## src/rtl/add16u_err_monitor.sv

```systemverilog
`default_nettype none
// ============================================================================
// add16u_err_monitor : error statistics for an approximate WIDTH-bit adder
// Revision : 1.0
// ============================================================================
module add16u_err_monitor #(
  parameter int WIDTH = 16,
  parameter int CNT_W = 32,
  parameter int ACC_W = 48
) (
  input  logic               clk,
  input  logic               rst_n,
  input  logic               start,
  input  logic [CNT_W-1:0]   run_len,
  input  logic               in_valid,
  output logic               in_ready,
  input  logic [WIDTH-1:0]   in_a,
  input  logic [WIDTH-1:0]   in_b,
  input  logic [WIDTH:0]     in_o,
  output logic               busy,
  output logic               done,
  output logic [CNT_W-1:0]   sample_cnt,
  output logic [CNT_W-1:0]   err_cnt,
  output logic [WIDTH:0]     wce,
  output logic [WIDTH-1:0]   wce_a,
  output logic [WIDTH-1:0]   wce_b,
  output logic [ACC_W-1:0]   sum_abs_err,
  output logic               acc_sat
);

  localparam logic [1:0] S_IDLE  = 2'd0;
  localparam logic [1:0] S_RUN   = 2'd1;
  localparam logic [1:0] S_DRAIN = 2'd2;
  localparam logic [1:0] S_DONE  = 2'd3;

  logic [1:0]       r_state;
  logic [1:0]       w_state_nxt;
  logic [CNT_W-1:0] r_remaining;
  logic             w_accept;
  logic             w_clear;
  logic             w_last;

  logic             r_v1;
  logic [WIDTH:0]   r_exact;
  logic [WIDTH:0]   r_o1;
  logic [WIDTH-1:0] r_a1;
  logic [WIDTH-1:0] r_b1;

  logic             r_v2;
  logic [WIDTH:0]   r_abs;
  logic [WIDTH-1:0] r_a2;
  logic [WIDTH-1:0] r_b2;
  logic [WIDTH:0]   w_abs;
  logic [ACC_W:0]   w_acc_sum;

  logic [CNT_W-1:0] r_sample_cnt;
  logic [CNT_W-1:0] r_err_cnt;
  logic [WIDTH:0]   r_wce;
  logic [WIDTH-1:0] r_wce_a;
  logic [WIDTH-1:0] r_wce_b;
  logic [ACC_W-1:0] r_sum;
  logic             r_sat;

  assign w_accept = in_valid & in_ready;
  assign w_clear  = start & ((r_state == S_IDLE) | (r_state == S_DONE));
  assign w_last   = w_accept & (r_remaining == CNT_W'(1));

  always_ff @(posedge clk or negedge rst_n) begin
    if (!rst_n) begin
      r_state <= S_IDLE;
    end else begin
      r_state <= w_state_nxt;
    end
  end

  always_comb begin
    w_state_nxt = r_state;
    case (r_state)
      S_IDLE, S_DONE: begin
        if (start) begin
          w_state_nxt = (run_len == '0) ? S_DONE : S_RUN;
        end
      end
      S_RUN: begin
        if (w_last) begin
          w_state_nxt = S_DRAIN;
        end
      end
      S_DRAIN: begin
        if (!r_v1 && !r_v2) begin
          w_state_nxt = S_DONE;
        end
      end
      default: w_state_nxt = S_IDLE;
    endcase
  end

  // Outputs decode the state register only, so in_ready never sees in_valid.
  always_comb begin
    in_ready = (r_state == S_RUN);
    busy     = (r_state == S_RUN) | (r_state == S_DRAIN);
    done     = (r_state == S_DONE);
  end

  always_ff @(posedge clk or negedge rst_n) begin
    if (!rst_n) begin
      r_remaining <= '0;
    end else if (w_clear) begin
      r_remaining <= run_len;
    end else if (w_accept) begin
      r_remaining <= r_remaining - CNT_W'(1);
    end
  end

  always_ff @(posedge clk or negedge rst_n) begin
    if (!rst_n) begin
      r_v1    <= 1'b0;
      r_exact <= '0;
      r_o1    <= '0;
      r_a1    <= '0;
      r_b1    <= '0;
    end else begin
      r_v1 <= w_accept;
      if (w_accept) begin
        r_exact <= {1'b0, in_a} + {1'b0, in_b};
        r_o1    <= in_o;
        r_a1    <= in_a;
        r_b1    <= in_b;
      end
    end
  end

  assign w_abs = (r_exact >= r_o1) ? (r_exact - r_o1) : (r_o1 - r_exact);

  always_ff @(posedge clk or negedge rst_n) begin
    if (!rst_n) begin
      r_v2  <= 1'b0;
      r_abs <= '0;
      r_a2  <= '0;
      r_b2  <= '0;
    end else begin
      r_v2 <= r_v1;
      if (r_v1) begin
        r_abs <= w_abs;
        r_a2  <= r_a1;
        r_b2  <= r_b1;
      end
    end
  end

  // Extra MSB of the accumulator sum is the overflow flag for saturation.
  assign w_acc_sum = {1'b0, r_sum} + {{(ACC_W-WIDTH){1'b0}}, r_abs};

  always_ff @(posedge clk or negedge rst_n) begin
    if (!rst_n) begin
      r_sample_cnt <= '0;
      r_err_cnt    <= '0;
      r_wce        <= '0;
      r_wce_a      <= '0;
      r_wce_b      <= '0;
      r_sum        <= '0;
      r_sat        <= 1'b0;
    end else if (w_clear) begin
      r_sample_cnt <= '0;
      r_err_cnt    <= '0;
      r_wce        <= '0;
      r_wce_a      <= '0;
      r_wce_b      <= '0;
      r_sum        <= '0;
      r_sat        <= 1'b0;
    end else if (r_v2) begin
      r_sample_cnt <= r_sample_cnt + CNT_W'(1);
      if (r_abs != '0) begin
        r_err_cnt <= r_err_cnt + CNT_W'(1);
      end
      if (r_abs > r_wce) begin
        r_wce   <= r_abs;
        r_wce_a <= r_a2;
        r_wce_b <= r_b2;
      end
      if (w_acc_sum[ACC_W]) begin
        r_sum <= '1;
        r_sat <= 1'b1;
      end else begin
        r_sum <= w_acc_sum[ACC_W-1:0];
      end
    end
  end

  assign sample_cnt  = r_sample_cnt;
  assign err_cnt     = r_err_cnt;
  assign wce         = r_wce;
  assign wce_a       = r_wce_a;
  assign wce_b       = r_wce_b;
  assign sum_abs_err = r_sum;
  assign acc_sat     = r_sat;

endmodule
`default_nettype wire

```

## config.mk

```make
export PLATFORM = sky130hd
export DESIGN_NAME = add16u_err_monitor
export DESIGN_NICKNAME = d
export VERILOG_FILES = /design/src/rtl/add16u_err_monitor.sv
export SDC_FILE = /design/constraint.sdc
export NUM_CORES = 1
export LEC_CHECK = 0
export ABC_AREA = 1
export ABC_CLOCK_PERIOD_IN_PS = 4450
export CAP_MARGIN = 20
export CORE_ASPECT_RATIO = 2
export CORE_MARGIN = 2
export CORE_UTILIZATION = 62
export DETAILED_ROUTE_END_ITERATION = 12
export GPL_TIMING_DRIVEN = 0
export PLACE_DENSITY = 0.95
export SYNTH_ARGS = -nofsm -noshare
export SYNTH_HDL_FRONTEND = slang
export SYNTH_SLANG_ARGS = --single-unit
```

## constraint.sdc

```tcl
create_clock -name clk -period 4.45 [get_ports clk]
set_input_delay 0.89 -clock clk [delete_from_list [all_inputs] [get_ports clk]]
set_output_delay 0.89 -clock clk [all_outputs]
set_load 0.05 [all_outputs]
```

== Yosys cells after proc, flatten, opt, wreduce, memory -nomap -nowiden ==
Index checks and enable logic that the tools add are counted.
W data, S select, Z words.
Word-level totals
  bits in registers: 313
  input bits: 85
  output and inout bits: 165
  logic and storage cells: 83
Operators by class
  $add $sub $neg: 7
  magnitude comparators: 2
  equal/unequal tests: 7
  muxes and demuxes: 28
  bitwise logic cells: 5
  reduce and logical (&&, ||, !) cells: 16
Operator list (count)
  $mux W32: 7
  $mux W48: 3
  $mux W16: 6
  $mux W17: 4
  $add A32 B1 Y32 const B: 2
  $add A48 B17 Y49: 1
  $sub A17 B17 Y17: 2
  $eq A32 B1 Y1 const B: 1
  $logic_not A32 Y1: 1
  $sub A32 B1 Y32 const B: 1
  $add A16 B16 Y17: 1
  $ge A17 B17 Y1: 1
  $gt A17 B17 Y1: 1
  $reduce_bool A17 Y1: 1
  $reduce_bool A2 Y1: 5
  $mux W2: 4
  $pmux W2 S3: 1
  $reduce_and A2 Y1: 3
  $eq A2 B2 Y1 const B: 2
  $ne A2 B2 Y1 const B: 2
  $and A1 B1 Y1: 3
  $mux W1: 3
  $reduce_and A3 Y1: 1
  $eq A2 B1 Y1 const B: 1
  6 further kinds: 8

== Depth between registers and ports, before layout ==
Gate-level depths: netlist (run 1).
  depth in word-level cells: 5
  mapped depth: 17
  mapped depth without buffers: 16

== Worst setup path after synthesis (run 1) ==
Ideal clock, no wire load.
  path type: reg-to-reg
  start: register r_sum[0], in the netlist sum_abs_err[0]
  end: register r_sum[14], in the netlist sum_abs_err[14]
  setup time: 128 ps
  data arrival time: 2226 ps
  required time: 4322 ps
  path slack: 2097 ps
  cell stages (with the launch flop): 14
  path buffers: 1
  period minus slack after synthesis: 2353 ps
  cell sequence: dfrtp_1 ha_1 fa_1 nand2_1 nand3_1 nand3_1 nand2_1 nand2_1 nand2_2 nand2_2 nand2_4 nand3_4 buf_2 nand3_1
On the way
  cells in the longest elaborated chain, start to end: 4
RTL lines
  start: declaration: line 61  | logic [ACC_W-1:0] r_sum;
  start signal: assignment: line 185  | r_sum <= w_acc_sum[ACC_W-1:0];
  $add A48 B17 Y49: line 152  | assign w_acc_sum = {1'b0, r_sum} + {{(ACC_W-WIDTH){1'b0}}, r_abs};
  $mux W48: line 181  | if (w_acc_sum[ACC_W]) begin
  $mux W48: line 171  | end else if (r_v2) begin
  $mux W48: line 163  | end else if (w_clear) begin
No other way between the ends. The select of a mux whose other input is x is not followed.
A chain may end at the register's enable or synchronous reset.

== Worst setup path in the final report (run 1) ==
  start: register r_state[0]
  end: output busy
On the way
  cells in the longest elaborated chain, start to end: 2
  elaborated cells on any way between the ends: 3
  classes of those cells: eq/ne: 2; bitwise: 1
RTL lines
  start: declaration: line 36  | logic [1:0] r_state;
  start signal: assignment: line 72  | r_state <= w_state_nxt;
  $eq A2 B1 Y1 or $eq A2 B2 Y1 (tied branches): line 101  | busy = (r_state == S_RUN) | (r_state == S_DRAIN);
  $or A1 B1 Y1 *: line 101
  end: declaration: line 20  | output logic busy,
Every way passes the cells marked *; elsewhere a longest branch is shown, timed or not.

==> impl_metrics.csv, run 1 <==
group,metric,value,unit
placed_design,numPortBuffers,249,
worst_setup_path,worstPathCellList,"inv_1 > ha_1 > inv_1 > clkdlybuf4s50_1",
synthesis,ys_warn_count,0,
synthesis,synth-main-ff-cell,"dfrtp_1",
worst_setup_path,cp_top_family,"buffers and inverters",
final_layout,nFillCells,2595,
placed_design,post-place-ws,763,ps
power,p_total,17500,µW
routing,dr.max_layer_used,"met4",
floorplan,dieArea,34500,µm²
routing,dr.pass1.iters,8,
worst_setup_path,critical_path_class,"reg2out",
power,leakage,0.0121,µW
global_route,overflow,0,
timing,fin_crit,3300,ps
synthesis,postSynthAreaPerCell,6.86,µm²
final_layout,final_common_cell,"nand2_1",
clock_tree,clk_path_buf_depth,3,
final_layout,antenna_cells,0,
routing,wl_met1,22100,µm
floorplan,start_util,62.5,%
worst_setup_path,crit_top_cell,"inv_1",
floorplan,core-area,32700,µm²
floorplan,dieWidth,132,µm
timing,tightestPinTransition,885,ps
timing,hold_viol,0,
timing,setup_ws,1150,ps
timing,setup-violations-final,0,
synthesis,synthArstFlopShare,100,%
placed_design,dp_hpwl,59500,µm
worst_setup_path,critical_path.slowest_cell,"clkdlybuf4s50_1",
global_route,grt_pass1_vias,22641,
run_status,status,"finished, final reports clean",
min_path,hold_class,"in2async",
routing,drc,0,
synthesis,ys_ff_latch,313,
clock_tree,root_buffer,"clkbuf_16",
clock_tree,clock_sinks,313,
final_layout,final_core_util,74.7,%
placed_design,gp_congestion,1.02,
timing,fin_crit_sh,74.1,%
global_route,grt_antenna_before_repair,0,
run,cap_violations,0,
final_layout,layout-drive-gt1-share,4.58,%
clock_tree,clk_latency,580,ps
routing,dr_wl_met3,4730,µm
synthesis,netlist_area,20400,µm²
routing,route.met2.wl,39100,µm
final_layout,nets,3437,
synthesis,ys_types,51,
synthesis,syn-num-nets,3155,
synthesis,synth_edf_count,0,
timing,whs,381,ps
worst_setup_path,path_max_fanout,5,
routing,drt-total-wl,75700,µm
clock_tree,cts_tree,"built",
global_route,track_usage,44.0,%
worst_setup_path,crit_required,3560,ps
routing,vias,21785,
timing,tns,0,ps
clock_tree,hold_buffers,0,
timing,rsz0062_at_grt,"false",
final_layout,mostFrequentLayoutCells,"nand2_1 (1077), inv_1 (365), dfrtp_1 (313), clkdlybuf4s50_1 (248), nand3_1 (247)",
timing,fin_skew,31.4,ps
worst_setup_path,crit_buf_inv,3,
routing,drt-initial-drc-count,1625,
worst_setup_path,crit_arrival,2410,ps
timing,drv_slew,0,
final_layout,areaGrowthSynthToFinish,19.6,%
synthesis,syn_inst,2975,
timing,slew_headroom,41.0,%
clock_tree,h-tree-depth,1,
clock_tree,cts.clk_slew.worst_paths,60,ps
worst_setup_path,setup.worst_path.start_class,"flop",
routing,antenna_left,0,
clock_tree,postCtsSetupBuffers,0,
clock_tree,ctsResizeCount,0,
worst_setup_path,worstSetupEndpointType,"output port",
global_route,grt_max_degree,125,
floorplan,std_cell_rows,94,
global_route,grt_pass1_wl,117000,µm
floorplan,die_h,261,µm
power,ir_drop,594,µV
floorplan,io_pins,250,
timing,timing.fmax,303,MHz
routing,via_per_inst,5.87,
synthesis,synth-seq-area-share,38.4,%
worst_setup_path,slowest_delay,850,ps
power,p_per_area,716,nW/µm²
routing,routedWlPerCell,20.4,µm
final_layout,multi_input_area,10700,µm²
final_layout,seq_area,7830,µm²
clock_tree,cts_made_buffers,29,
-- worst reg2reg max path: stages, from the launching register on --
cell	delay (ps)
dfrtp_1	410
inv_1	90
ha_1	390
nand2_1	470
clkinv_1	250
clkbuf_1	650
nand3_1	490
o21ai_0	190
-- synthesized netlist by cell type, types with 10 or more instances --
library cell	number	share of area, %
a21oi_1	88	2.2
o21ai_0	119	2.9
ha_1	91	5.6
o211ai_1	22	0.81
buf_2	29	0.71
buf_1	10	0.18
clkbuf_1	47	0.86
xor2_1	46	2.0
nor3_1	45	1.1
nor2_1	227	4.2
nand2_1	1077	20
inv_1	365	6.7
nor4_1	12	0.37
inv_2	12	0.22
xnor2_1	19	0.81
o31ai_1	13	0.48
nand4_1	62	1.9
o21ai_1	16	0.39
dfrtp_1	313	38
nor2_2	10	0.31
nand3_1	247	6.1
nand2_2	22	0.67
-- registers in the layout, indices dropped and copies added (netlist names), 17 cells and up --
name,cells
sum_abs_err,48
err_cnt,32
r_remaining,32
sample_cnt,32
r_abs,17
r_exact,17
r_o1,17
wce,17
-- cells by family (layout without fill, tap and decap cells) --
group / count (synthesis) / in the layout / share of synthesized area, %
AO/OA/AOI/OAI: 285 / 285 / 7.80
flip-flops: 313 / 313 / 38.4
adder cells (fa/ha/maj): 95 / 95 / 5.97
AND/OR/NAND/NOR: 1743 / 1743 / 36.0
buffers and inverters: 474 / 776 / 9.10
XOR/XNOR: 65 / 65 / 2.79
-- through the flow --
| stage | instance area [µm²] | std cells |
|---|---|---|
| floorplan | 20400 | 2975 |
| global placement | 23500 | 3656 |
| finish | 24400 | 3709 |
| global route | 24400 | 3709 |
| detailed placement | 23500 | 3658 |
| CTS | 24400 | 3709 |
-- report_power, final --
group | switching [µW] | leakage [µW] | internal (µW) | total, µW
clock network | 1130 | 0.000453 | 1350 | 2480
registers | 966 | 0.00413 | 3780 | 4750
logic | 7210 | 0.00748 | 3060 | 10300
total | 9300 | 0.0121 | 8190 | 17500
-- final timing paths --
kind / slack, ps / endpoint / startpoint / cells after the start
min in group clk: 480 / r_b2[11] / r_b2[11] / 2
max in group asynchronous: 2540 / r_a2[0] / rst_n / 3
setup / recovery: 1150 / busy / r_state[0] / 4
hold / removal: 380 / err_cnt[15] / rst_n / 1
hold reg to reg: 480 / r_b2[11] / r_b2[11] / 2
setup reg to reg: 1420 / r_exact[12] / r_state[1] / 7
-- area by class of cell --
cell class / count / share of cell area (%)
clock inverter: 10 / 0.318
tap: 432 / 2.21
sequential: 313 / 32.1
clock buffer: 41 / 3.40
multi-input combinational: 2188 / 43.9
buffer: 95 / 1.77
timing repair buffer: 251 / 10.5
inverter: 379 / 5.84
-- metal layers --
layer	GRT usage [%]	up-vias
li1	-	10030
met1	38.5	10099
met2	80.5	1144
met3	7.58	512
met4	46.3	0
met5	0	-
No activity file was read; power rests on OpenSTA's default activity.
==> run 2: changes to the inputs <==
--- a/config.mk
+++ b/config.mk
@@ -6,14 +6,14 @@
 export NUM_CORES = 1
 export LEC_CHECK = 0
 export ABC_AREA = 1
-export ABC_CLOCK_PERIOD_IN_PS = 4450
+export ABC_CLOCK_PERIOD_IN_PS = 3400
 export CAP_MARGIN = 20
 export CORE_ASPECT_RATIO = 2
 export CORE_MARGIN = 2
-export CORE_UTILIZATION = 62
+export CORE_UTILIZATION = 57
 export DETAILED_ROUTE_END_ITERATION = 12
 export GPL_TIMING_DRIVEN = 0
-export PLACE_DENSITY = 0.95
+export PLACE_DENSITY = 0.92
 export SYNTH_ARGS = -nofsm -noshare
 export SYNTH_HDL_FRONTEND = slang
 export SYNTH_SLANG_ARGS = --single-unit
==> constraint.sdc (replaced) <==
create_clock -name clk -period 3.4 [get_ports clk]
set_input_delay 0.68 -clock clk [delete_from_list [all_inputs] [get_ports clk]]
set_output_delay 0.68 -clock clk [all_outputs]
set_load 0.05 [all_outputs]
==> impl_metrics.csv, run 2 (synthesis results as in run 1) <==
group,metric,value,unit
power,leakage,0.0121,µW
worst_setup_path,critical_path.slowest_cell,"clkdlybuf4s50_1",
floorplan,start_util,57.4,%
worst_setup_path,worstSetupEndpointType,"output port",
placed_design,dpl_cell_area,23600,µm²
timing,drv_slew,0,
worst_setup_path,crit_arrival,2360,ps
timing,rsz0062_at_grt,"false",
final_layout,seq_area,7830,µm²
clock_tree,postCtsSetupBuffers,0,
floorplan,io_pins,250,
timing,setup-violations-final,0,
final_layout,nets,3436,
routing,antenna_left,0,
run,cap_violations,0,
final_layout,layout-drive-gt1-share,4.61,%
min_path,hold_class,"in2async",
final_layout,nFillCells,3064,
floorplan,dieArea,37500,µm²
worst_setup_path,path_max_fanout,5,
placed_design,post-place-ws,144,ps
worst_setup_path,cp_top_family,"buffers and inverters",
worst_setup_path,crit_top_cell,"inv_1",
worst_setup_path,slowest_delay,860,ps
routing,vias,21226,
timing,setup_ws,358,ps
floorplan,core-area,35600,µm²
worst_setup_path,critical_path_class,"reg2out",
final_layout,fin_area,24500,µm²
clock_tree,h-tree-depth,1,
routing,drt-total-wl,68300,µm
floorplan,die_h,272,µm
clock_tree,cts_tree,"built",
routing,drc,0,
routing,dr.pass1.iters,7,
power,p_per_area,909,nW/µm²
run_status,failed_checks,"negative hold slack",
global_route,track_usage,37.3,%
timing,whs,-0.906,ps
timing,fin_crit_sh,89.5,%
final_layout,mostFrequentLayoutCells,"nand2_1 (1077), inv_1 (365), dfrtp_1 (313), clkdlybuf4s50_1 (248), nand3_1 (247)",
clock_tree,ctsResizeCount,0,
power,ir_drop,754,µV
timing,slew_headroom,38.3,%
global_route,grt_pass1_vias,21634,
worst_setup_path,crit_buf_inv,3,
final_layout,final_common_cell,"nand2_1",
placed_design,numPortBuffers,249,
routing,drt-initial-drc-count,1437,
global_route,grt_antenna_before_repair,1,
timing,tightestPinTransition,926,ps
run_status,status,"finished, violations left",
clock_tree,root_buffer,"clkbuf_16",
final_layout,multi_input_area,10700,µm²
placed_design,gp_congestion,1.04,
timing,timing.fmax,329,MHz
global_route,grt_max_degree,101,
clock_tree,cts_made_buffers,27,
global_route,grt_pass1_wl,108000,µm
power,p_total,22300,µW
clock_tree,cts.clk_slew.worst_paths,70,ps
floorplan,dieWidth,138,µm
clock_tree,clk_latency,580,ps
clock_tree,clock_sinks,313,
worst_setup_path,worstPathCellList,"inv_1 > ha_1 > inv_1 > clkdlybuf4s50_1",
worst_setup_path,setup.worst_path.start_class,"flop",
final_layout,areaGrowthSynthToFinish,19.9,%
timing,hold_viol,1,
routing,via_per_inst,5.70,
routing,routedWlPerCell,18.3,µm
clock_tree,clk_path_buf_depth,3,
final_layout,largest_register_ffs,48,
worst_setup_path,crit_required,2720,ps
floorplan,std_cell_rows,98,
timing,fin_crit,3040,ps
timing,fin_skew,15.7,ps
placed_design,dp_hpwl,54400,µm
clock_tree,hold_buffers,0,
global_route,overflow,0,
-- run 2: cell types whose count changed in the layout (fill, tap and decap cells not counted), sizes merged --
cell    previous run  this run
bufinv             1         3
clkinv             9        10
diode              0         1
buf               49        50
inv              378       379
clkbuf            90        84
-- run 2: layout make-up --
| class | count | area share (%) |
|---|---|---|
| Multi-Input combinational cell | 2188 | 43.8 |
| Sequential cell | 313 | 32.0 |
| Timing Repair Buffer | 252 | 10.5 |
| Inverter | 379 | 5.82 |
| Clock buffer | 35 | 3.05 |
| Tap cell | 450 | 2.30 |
| Buffer | 95 | 1.77 |
| Clock inverter | 14 | 0.695 |
| Antenna cell | 1 | 0.0102 |
-- run 2: path summary, 6_finish.rpt --
path,startpoint,endpoint,slack [ps],depth (start not counted)
worst max-delay path,r_state[0],busy,360,4
worst max register to register,r_state[0],wce_a[14],470,8
worst min-delay path,rst_n,r_o1[10],-0.9,1
min in group clk,r_b2[11],r_b2[11],470,2
worst min register to register,r_b2[11],r_b2[11],470,2
max in group asynchronous,rst_n,sum_abs_err[38],2530,2
-- run 2: per-layer routing --
layer  routed length [µm]  global-route usage (%)
met1                20900                    33.8
met5                    0                       0
met3                 4060                    7.11
met4                 8310                    36.3
met2                35100                    66.1
-- run 2: power by group --
| group | switching [µW] | leakage [µW] | internal [µW] |
|---|---|---|---|
| combinational | 8900 | 0.00749 | 3990 |
| sequential | 1150 | 0.00413 | 4950 |
| clock | 1480 | 0.000450 | 1790 |
-- run 2: metrics by stage --
step / util (%) / TNS, ps / hold WS [ps] / std cells
6_report: 68.9 / 0 / -0.906 / 3727
5_1_grt: 68.9 / 0 / 52.6 / 3727
4_1_cts: 68.8 / 0 / 34.9 / 3726
3_5_place_dp: 66.3 / 0 / 460 / 3677
3_3_place_gp: 66.0 / -3665690 / 455 / 3674
2_1_floorplan: - / 0 / 384 / 2975
==> run 3: changes to the inputs <==
--- a/config.mk
+++ b/config.mk
@@ -11,9 +11,10 @@
 export CORE_ASPECT_RATIO = 2
 export CORE_MARGIN = 2
 export CORE_UTILIZATION = 57
+export CTS_CLUSTER_SIZE = 14
 export DETAILED_ROUTE_END_ITERATION = 12
 export GPL_TIMING_DRIVEN = 0
-export PLACE_DENSITY = 0.92
+export PLACE_DENSITY = 0.86
 export SYNTH_ARGS = -nofsm -noshare
 export SYNTH_HDL_FRONTEND = slang
 export SYNTH_SLANG_ARGS = --single-unit
==> impl_metrics.csv, run 3 (synthesis results as in run 1) <==
group,metric,value,unit
final_layout,nFillCells,3066,
worst_setup_path,critical_path.endpoint,"busy",
global_route,grt_pass1_wl,115000,µm
timing,fin_crit,3170,ps
final_layout,seq_area,7830,µm²
min_path,hold_class,"in2async",
timing,fin_crit_sh,93.2,%
worst_setup_path,reg2reg_depth,7,
timing,drv_slew,0,
power,p_per_area,942,nW/µm²
run,cap_violations,0,
final_layout,final_common_cell,"nand2_1",
routing,routedWlPerCell,20.0,µm
floorplan,dieWidth,138,µm
routing,drt-initial-drc-count,1402,
power,leakage,0.0122,µW
clock_tree,cts_made_buffers,31,
clock_tree,clock_sinks,313,
timing,rsz0062_at_grt,"false",
worst_setup_path,path_depth,4,
worst_setup_path,crit_start,"r_state[0]",
timing,slew_headroom,42.5,%
global_route,grt_pass1_vias,21948,
worst_setup_path,worst_r2r_endpoint,"r_exact[12]",
power,ir_drop,683,µV
routing,drc,0,
worst_setup_path,slowest_delay,850,ps
floorplan,dieArea,37500,µm²
floorplan,std_cell_rows,98,
global_route,grt_max_degree,120,
worst_setup_path,setup.worst_path.start_class,"flop",
floorplan,start_util,57.4,%
final_layout,antenna_cells,0,
timing,fin_skew,10.5,ps
worst_setup_path,crit_required,2720,ps
worst_setup_path,crit_buf_inv,3,
timing,setup-violations-final,0,
final_layout,largest_register_ffs,48,
worst_setup_path,worstPathCellList,"inv_1 > ha_1 > inv_1 > clkdlybuf4s50_1",
worst_setup_path,rrSetupSlack,350,ps
routing,dr.pass1.iters,8,
clock_tree,h-tree-depth,1,
worst_setup_path,crit_top_cell,"inv_1",
final_layout,mostFrequentLayoutCells,"nand2_1 (1077), inv_1 (365), dfrtp_1 (313), clkdlybuf4s50_1 (248), nand3_1 (247)",
floorplan,io_pins,250,
timing,timing.fmax,316,MHz
routing,drt-total-wl,74600,µm
worst_setup_path,worstReg2RegStart,"r_state[1]",
floorplan,die_h,272,µm
placed_design,gp_congestion,1.01,
final_layout,multi_input_area,10700,µm²
placed_design,numPortBuffers,249,
routing,antenna_left,0,
final_layout,areaGrowthSynthToFinish,20.7,%
worst_setup_path,critical_path_class,"reg2out",
global_route,grt_antenna_before_repair,0,
timing,tightestPinTransition,862,ps
final_layout,nets,3441,
run_status,status,"finished, final reports clean",
routing,via_per_inst,5.72,
timing,hold_viol,0,
clock_tree,cts_tree,"built",
clock_tree,root_buffer,"clkbuf_16",
routing,vias,21355,
final_layout,final_core_util,69.3,%
worst_setup_path,worstSetupEndpointType,"output port",
worst_setup_path,crit_arrival,2490,ps
worst_setup_path,cp_top_family,"buffers and inverters",
global_route,overflow,0,
clock_tree,cts.clk_slew.worst_paths,70,ps
clock_tree,clk_latency,600,ps
global_route,track_usage,40.3,%
clock_tree,clk_path_buf_depth,3,
placed_design,dp_hpwl,59100,µm
floorplan,core-area,35600,µm²
timing,whs,448,ps
worst_setup_path,critical_path.slowest_cell,"clkdlybuf4s50_1",
worst_setup_path,path_max_fanout,5,
final_layout,layout-drive-gt1-share,4.75,%
## run 3: cell count changes in the layout (fill, tap and decap cells not counted), moves of 2 or more
cell       delta
inv_6         +2
clkbuf_16     +4
bufinv_16     +3
clkinv_4      -4
## run 3: area by class of cell
type / instances / share of cell area [%]
Multi-Input combinational cell: 2188 / 43.5
Sequential cell: 313 / 31.8
Timing Repair Buffer: 253 / 10.5
Inverter: 379 / 5.78
Clock buffer: 38 / 3.37
Tap cell: 450 / 2.28
Buffer: 95 / 1.76
Clock inverter: 16 / 1.02
## run 3: metrics by stage
step           instance area (µm²)  setup TNS (ps)  instances  worst slack, ps  power (µW)
2_1_floorplan                20400               0       2975             1050       14600
3_3_place_gp                 23500        -3654880       3674           -11750       18800
3_5_place_dp                 23600               0       3677             62.6       19200
4_1_cts                      24700               0       3732              229       23000
5_1_grt                      24700               0       3732              201       24700
6_report                     24700               0       3732              231       23200
## run 3: timing repair
| action | in CTS | in global routing |
|---|---|---|
| endpoints found under the hold margin | 5 | 0 |
| buffers inserted | 0 | 0 |
| resized for setup | 0 | 0 |
| setup endpoints to repair | 0 | 0 |
| hold buffers | 1 | 0 |
## run 3: per-layer routing
layer,track usage (%),wire (µm),vias up
li1,-,-,10049
met2,72.7,38600,899
met1,35.3,22500,9971
met4,41.1,9450,0
met3,6.54,3980,436
met5,0,0,-
## run 3: where the power goes
part	internal (µW)	total [µW]	switching, µW	leakage, µW
combinational	4000	13200	9240	0.00749
clock	2190	3770	1580	0.000536
sequential	4950	6220	1260	0.00413
total	11200	23200	12100	0.0122
## run 3: how the worst min path moves through the flow
stage / start / to / slack [ps] / cells past startpoint
6_report: rst_n / err_cnt[23] / 450 / 2
5_1_grt: rst_n / err_cnt[23] / 460 / 2
4_1_cts: rst_n / err_cnt[21] / 440 / 2
3_5_place_dp: r_a2[2] / r_a2[2] / 460 / 2
3_3_place_gp: r_a2[9] / r_a2[9] / 450 / 2
2_1_floorplan: rst_n / acc_sat / 380 / 0
